==> src/rtl/mac_dot_seq.sv <==
// Dot-product sequencer feeding an FP16 MAC. Operand pairs arrive one at a time. Each MAC
// result is fed back as the next C operand. After len pairs the accumulated value is
// presented on the output port. The block does no FP arithmetic itself.
module mac_dot_seq #(
  parameter int unsigned MAC_LATENCY = 4,
  parameter int unsigned LEN_W       = 8
) (
  input  logic             clk,
  input  logic             rst,
  input  logic             start,
  input  logic [LEN_W-1:0] len,
  input  logic [15:0]      bias,
  input  logic             in_valid,
  output logic             in_ready,
  input  logic [15:0]      in_a,
  input  logic [15:0]      in_b,
  output logic [15:0]      mac_a,
  output logic [15:0]      mac_b,
  output logic [15:0]      mac_c,
  input  logic [15:0]      mac_acc,
  output logic             out_valid,
  input  logic             out_ready,
  output logic [15:0]      out_data,
  output logic             busy
);

  localparam int unsigned WAIT_W = $clog2(MAC_LATENCY + 1);

  typedef enum logic [1:0] {StIdle, StFetch, StWait, StOut} state_e;

  state_e             state_q, state_d;
  logic [LEN_W-1:0]   len_q, len_d;
  logic [LEN_W-1:0]   elem_cnt_q, elem_cnt_d;
  logic [WAIT_W-1:0]  wait_cnt_q, wait_cnt_d;
  logic [15:0]        acc_q, acc_d;
  logic [15:0]        mac_a_q, mac_a_d;
  logic [15:0]        mac_b_q, mac_b_d;
  logic [15:0]        mac_c_q, mac_c_d;
  logic [15:0]        out_data_q, out_data_d;
  logic [LEN_W-1:0]   elem_next;

  // State and datapath registers, synchronous reset.
  always_ff @(posedge clk) begin
    if (rst) begin
      state_q    <= StIdle;
      len_q      <= '0;
      elem_cnt_q <= '0;
      wait_cnt_q <= '0;
      acc_q      <= '0;
      mac_a_q    <= '0;
      mac_b_q    <= '0;
      mac_c_q    <= '0;
      out_data_q <= '0;
    end else begin
      state_q    <= state_d;
      len_q      <= len_d;
      elem_cnt_q <= elem_cnt_d;
      wait_cnt_q <= wait_cnt_d;
      acc_q      <= acc_d;
      mac_a_q    <= mac_a_d;
      mac_b_q    <= mac_b_d;
      mac_c_q    <= mac_c_d;
      out_data_q <= out_data_d;
    end
  end

  assign elem_next = elem_cnt_q + LEN_W'(1);

  // Next-state and datapath update; everything holds unless the current state changes it.
  always_comb begin
    state_d    = state_q;
    len_d      = len_q;
    elem_cnt_d = elem_cnt_q;
    wait_cnt_d = wait_cnt_q;
    acc_d      = acc_q;
    mac_a_d    = mac_a_q;
    mac_b_d    = mac_b_q;
    mac_c_d    = mac_c_q;
    out_data_d = out_data_q;

    unique case (state_q)
      StIdle: begin
        if (start) begin
          len_d      = len;
          acc_d      = bias;
          elem_cnt_d = '0;
          if (len == '0) begin
            // Empty job: the bias itself is the result.
            out_data_d = bias;
            state_d    = StOut;
          end else begin
            state_d = StFetch;
          end
        end
      end
      StFetch: begin
        if (in_valid) begin
          mac_a_d    = in_a;
          mac_b_d    = in_b;
          mac_c_d    = acc_q;
          wait_cnt_d = '0;
          state_d    = StWait;
        end
      end
      StWait: begin
        // mac_* became valid on entry (wait_cnt 0); the result lands MAC_LATENCY cycles later.
        if (wait_cnt_q == WAIT_W'(MAC_LATENCY)) begin
          acc_d      = mac_acc;
          elem_cnt_d = elem_next;
          if (elem_next == len_q) begin
            out_data_d = mac_acc;
            state_d    = StOut;
          end else begin
            state_d = StFetch;
          end
        end else begin
          wait_cnt_d = wait_cnt_q + WAIT_W'(1);
        end
      end
      StOut: begin
        if (out_ready) begin
          mac_a_d = '0;
          mac_b_d = '0;
          mac_c_d = '0;
          state_d = StIdle;
        end
      end
      default: state_d = StIdle;
    endcase
  end

  assign in_ready  = (state_q == StFetch);
  assign out_valid = (state_q == StOut);
  assign busy      = (state_q != StIdle);
  assign mac_a     = mac_a_q;
  assign mac_b     = mac_b_q;
  assign mac_c     = mac_c_q;
  assign out_data  = out_data_q;

endmodule

==> config.mk <==
export PLATFORM = sky130hd
export DESIGN_NAME = mac_dot_seq
export DESIGN_NICKNAME = d
export VERILOG_FILES = /design/src/rtl/mac_dot_seq.sv
export SDC_FILE = /design/constraint.sdc
export NUM_CORES = 1
export LEC_CHECK = 0
export ABC_AREA = 1
export CAP_MARGIN = 20
export CELL_PAD_IN_SITES_DETAIL_PLACEMENT = 2
export CELL_PAD_IN_SITES_GLOBAL_PLACEMENT = 2
export CORE_ASPECT_RATIO = 1.5
export CORE_MARGIN = 2
export CORE_UTILIZATION = 25
export CTS_CLUSTER_SIZE = 10
export DETAILED_ROUTE_END_ITERATION = 8
export PLACE_DENSITY = 0.91
export REMOVE_ABC_BUFFERS = 1
export SLEW_MARGIN = 20
export SYNTH_ARGS = -nofsm -noshare
export SYNTH_HDL_FRONTEND = slang
export SYNTH_SLANG_ARGS = --single-unit
==> constraint.sdc <==
create_clock -name clk -period 2.5 [get_ports clk]
set_input_delay 0.375 -clock clk [delete_from_list [all_inputs] [get_ports clk]]
set_output_delay 0.375 -clock clk [all_outputs]
set_load 0.02 [all_outputs]
==> After elaboration in Yosys (flattened, before gate mapping) <==
Cells that the tools add are included.
{ "totals": {"out_inout_bits": 67, "ramBits": 0, "word_cells": 63, "latch_bits": 0, "regBits": 101, "mem_count": 0, "romBits": 0, "input_bits": 77} }
{ "classes": {"shift": 0, "div_mod_pow": 0, "multipliers": 0, "reduce_logical": 12, "mux": 28, "n_addsub": 2, "n_bitwise": 0, "eq_ne": 12, "magnitude_cmp": 0} }
{ "ops": {"columns": ["cell", "count"], "rows": [
  ["$mux 16", 10],
  ["$pmux 16 s2", 5],
  ["$mux 8", 2],
  ["$pmux 8 s2", 1],
  ["$mux 2", 6],
  ["$ne 2x2->1 const B", 6],
  ["$reduce_and 3->1", 3],
  ["$add 8x1->8 const B", 1],
  ["$eq 8x8->1", 1],
  ["$logic_not 8->1", 1],
  ["$pmux 2 s4", 1],
  ["$reduce_bool 2->1", 4],
  ["$mux 3", 2],
  ["$pmux 3 s2", 1],
  ["$reduce_and 5->1", 1],
  ["$eq 2x2->1 const B", 2],
  ["$reduce_and 4->1", 1],
  ["$add 3x1->3 const B", 1],
  ["$eq 3x3->1 const B", 1],
  ["$eq 2x1->1 const B", 1],
  ["$logic_not 2->1", 1],
  ["$ne 2x1->1 const B", 1],
  ["$reduce_and 2->1", 1]
]} }

==> Depth between registers and ports, before layout <==
{ "logic_depth": {"ltp_word": 5, "depth_mapped": 14, "depth_no_buf": 13} }

==> Worst setup path before layout <==
No wires, ideal clock.
{ "synth_path": {"path_kind": "register -> register", "from": "register elem_cnt_q[0]", "to": "register out_data_q[10] (netlist: out_data[10])", "setup_slack_ps": 781, "setup_ps": 115, "required_time_ps": 2385, "stages_incl_launch_ff": 15, "arrival_ps": 1604, "path_buffers": 1, "path_cell_list": "dfxtp_1 ha_1 nand2_2 inv_1 nor2_1 nand2_1 nand2_1 nand3_1 nor2_1 nand3_2 nand2_4 buf_6 nand3_1 nand2_1 nor2_1"} }
{ "synth_between": {"elab_chain_cells": 4} }
{ "synth_lines": {"columns": ["item", "line_no", "source"], "rows": [
  ["from (decl)", "33", "logic [LEN_W-1:0] elem_cnt_q, elem_cnt_d;"],
  ["from (signal assigned)", "57", "elem_cnt_q <= elem_cnt_d;"],
  ["$add 8x1->8", "67", "assign elem_next = elem_cnt_q + LEN_W'(1);"],
  ["$eq 8x8->1", "110", "if (elem_next == len_q) begin"],
  ["$ne 2x2->1 (no source line)", null, null],
  ["$reduce_and 5->1 (no source line)", null, null],
  ["to (signal assigned)", "63", "out_data_q <= out_data_d;"],
  ["to (decl)", "39", "logic [15:0] out_data_q, out_data_d;"]
]} }
Every way passes these cells.
A chain may end at the register's enable or synchronous reset.

==> Final worst setup path <==
{ "layout_path": {"from": "register elem_cnt_q[0]", "to": "register out_data_q[3] (netlist: out_data[3])"} }
The elaborated chain is that of the path after synthesis.

==> impl_results.md <==
- Internal: 3.50 mW
- CP Max Fanout: 32
- Commonest non-fill, non-tap cell in the layout: clkdlybuf4s50_1
- Synth area leaders: dfxtp_1, a21oi_1, nand3_1, nand2_1, mux2i_1
- Crit path capture: out_data[3]
- Critical Path Start: elem_cnt_q[0]
- Synthesis-to-finish area growth: 42.3%
- Most frequent cells in the layout: clkdlybuf4s50_1, nand2_1, dfxtp_1, a21oi_1, nand3_1
- Crit path buf inv count: 1
- Area of the multi-input gates: 2030 um2
- Cts hold-fix bufs: 0
- DR vias: 4501
- Startpoint types: flip-flop
- CTS tree: yes
- Clk_lat worst skew: 0.35 ns
- Initial antenna violation count: 0
- Kind of critical path: flip-flop to flip-flop
- Post-CTS Resized: 0
- # DRC: 0
- WP data arrival: 2.46 ns
- Total Wirelength: 16.3 mm
- Remaining antenna violation count: 0
- Net switching power figure: 2.31 mW
- Row count: 59
- Switching Share: 39.8%
- Met2 WL: 8.92 mm
- CP cell instances: ha_1 > nand2_2 > inv_1 > nor2_1 > nand2_1 > nand2_1 > nand3_1 > nor2_1 > nand3_2 > nand2_4 > nand3_1 > nand2_1 > nor2_1
- Post-Synth Simple-Gate Area: 25.8%
- Largest family of logic cells by synthesized area: simple AND/OR/NAND/NOR gates
- GP Congestion: 0.778
- Netlist cell types: 35
- Stages on worst setup path: 13
- Setup violators final: 0
- Clock group share of total power: 24.4%
- Drt wl/cell: 17.8 um
- Power share of the combinational group: 39.3%
- Reg-to-reg endpoint: out_data[3]
- Post-synthesis sequential element count: 101
- Number of top-level pins: 144
- Setup TNS: 0 ns
- Cells after Synth: 573
- CP delay by family, top: simple AND/OR/NAND/NOR gates
- Worst-path clk slew: 0.08 ns
- Slew headroom: 55.1%
- Setup WS post-layout: 0.276 ns
- Die W: 112 um
- M1 WL: 6.11 mm
- Synth top area share: 45.9%
- R2R cell count: 13
- Pre-CTS WS: 0.0967 ns
- Peak VDD IR: 0.465 mV
- Core area: 17300 um2
- Yosys warns: 0
- Starting Density: 25.4%
- Largest net degree at the start of global routing: 59
- Max Clk Rate: 450 MHz
- Die area: 18700 um2
- MaxCap Viol Count: 0
- LEAKAGE: 2.37 nW
- CP max-delay cell: dfxtp_1
- Min-delay worst type: flip-flop to flip-flop
- Synth Area in XOR/XNOR: 0.596%
- Crit. End Element: flip-flop
- RSZ-0062 raised after global routing: no
- Sequential fraction of design power: 36.4%
- First-pass GRT wire length: 26.0 mm
- Synth Area in Compound Gates: 15.1%
- Postcts setup bufs: 0
- # H-tree levels: 3
- Chip height: 167 um
- Clk buf depth: 2
- Max-slew violations: 0
- Synth Flop Type: dfxtp_1
- Met3 WL: 721 um
- Reg2reg start: elem_cnt_q[0]
- Status: complete, no violations
- Gr usage total: 17.2%
- Worst slew pin tran: 0.673 ns
- Inserted Clock Buffers: 9
- Post-DP HPWL: 11.7 mm
- Netlist Area Pre-Place: 4410 um2
- Vias in the first global route: 4914
- Vias per cell: 4.92
- Top Metal Used: met4
- Num Clock Sinks: 101
- Final net count: 777
- FF/Latch Area: 2020 um2
- Starting DRT DRC Count: 77
- Worst path max stage delay: 0.35 ns
- R2R Setup Slk: 0.28 ns
- Setup Skew: 0.0128 ns
- Clock root buffer: clkbuf_16
- Fin crit share: 88.9%
- Ys async rst share: 0%
- Syn Area/Cell: 7.69 um2
- Fillers: 1971
- Worst EP required: 2.74 ns
- Number of synthesized flops with an enable pin: 0
- Sequential element share of the synthesized area: 45.9%
- Post-Synth Adder-Cell Area: 0.851%
- Tmin final: 2.22 ns
- Input/output buffers: 143
- Synth area leader: dfxtp_1
- Fin. Hold Viols: 0
- Post-synthesis mux area share: 3.63%
- TritonRoute pass-1 iters: 4
- Share of layout cells above drive strength 1: 7.41%
- GRT overflow: 0
- Power per cell area: 926 nW/um2
- Ant diodes: 0
[worst register-to-register path, stage by stage (launching register included)]
cell and delay (ns):
dfxtp_1 0.35, ha_1 0.25, nand2_2 0.14, inv_1 0.10
nor2_1 0.16, nand2_1 0.08, nand2_1 0.08, nand3_1 0.09
nor2_1 0.13, nand3_2 0.12, nand2_4 0.31, nand3_1 0.17
nand2_1 0.10, nor2_1 0.04
[per-stage QoR]
step / hold slack (ns) / instance area (um2) / util [%] / total power [mW] / instances
global route: 0.487 / 6270 / 36.2 / 6.18 / 915
global placement: 0.447 / 5980 / 34.5 / 4.37 / 899
CTS: 0.470 / 6270 / 36.2 / 5.91 / 915
floorplan: 0.444 / 4180 / - / 3.37 / 534
finish: 0.462 / 6270 / 36.2 / 5.81 / 915
detailed placement: 0.457 / 5980 / 34.5 / 4.46 / 899
[layer usage]
layer  up-vias  global-route usage (%)
li1       2160                       -
met1      2208                    18.6
met2       106                    32.8
met3        27                    2.98
met4         0                    6.79
met5         -                       0
[cell type report]
class                           instances  share of cell area [%]
Inverter                               32                    2.03
Clock inverter                          7                    1.12
Timing Repair Buffer                  152                    24.4
Multi-Input combinational cell        401                    32.4
Tap cell                              213                    4.25
Sequential cell                       101                    32.2
Clock buffer                            9                    3.59
[Yosys cell counts, types with 4 or more instances]
library cell	number
nand2_1	104
dfxtp_1	101
a21oi_1	94
nand3_1	86
nor2_1	39
inv_1	27
o21ai_0	24
clkbuf_1	18
mux2i_1	16
buf_2	7
buf_4	6
nor2_2	5
nand2_2	4
[sequential cells by signal, indices dropped and copies added (netlist names)]
register    cells
state_q         2
mac_c          16
out_data       16
mac_b          16
len_q           8
acc_q          16
wait_cnt_q      3
mac_a          16
elem_cnt_q      8
[worst min path at each step]
stage,from,end,depth (start not counted)
after floorplan,rst,elem_cnt_q[2],1
final,mac_c[7],mac_c[7],2
after global routing,mac_a[15],mac_a[15],2
after CTS,mac_c[7],mac_c[7],2
after global placement,mac_a[11],mac_a[11],2
after detailed placement,mac_c[7],mac_c[7],2
[power by group through the flow]
stage | sequential, mW | clock, mW | combinational [mW]
after global placement | 2.13 | 0 | 2.24
after detailed placement | 2.14 | 0 | 2.32
after floorplan | 2.29 | 0 | 1.08
after global routing | 2.15 | 1.52 | 2.50
final | 2.11 | 1.42 | 2.28
after CTS | 2.12 | 1.46 | 2.33
[cell families (layout without fill, tap and decap cells)]
logic type                 count (synthesis)  after routing
and+or+nand+nor                          251            251
AOI/OAI and AO/OA                        128            128
DFF                                      101            101
buffers and inverters                     71            200
muxes                                     16             16
adders and majority gates                  3              3
xor gates and xnor gates                   3              3
Note: power is estimated with default switching activity, not from simulation.
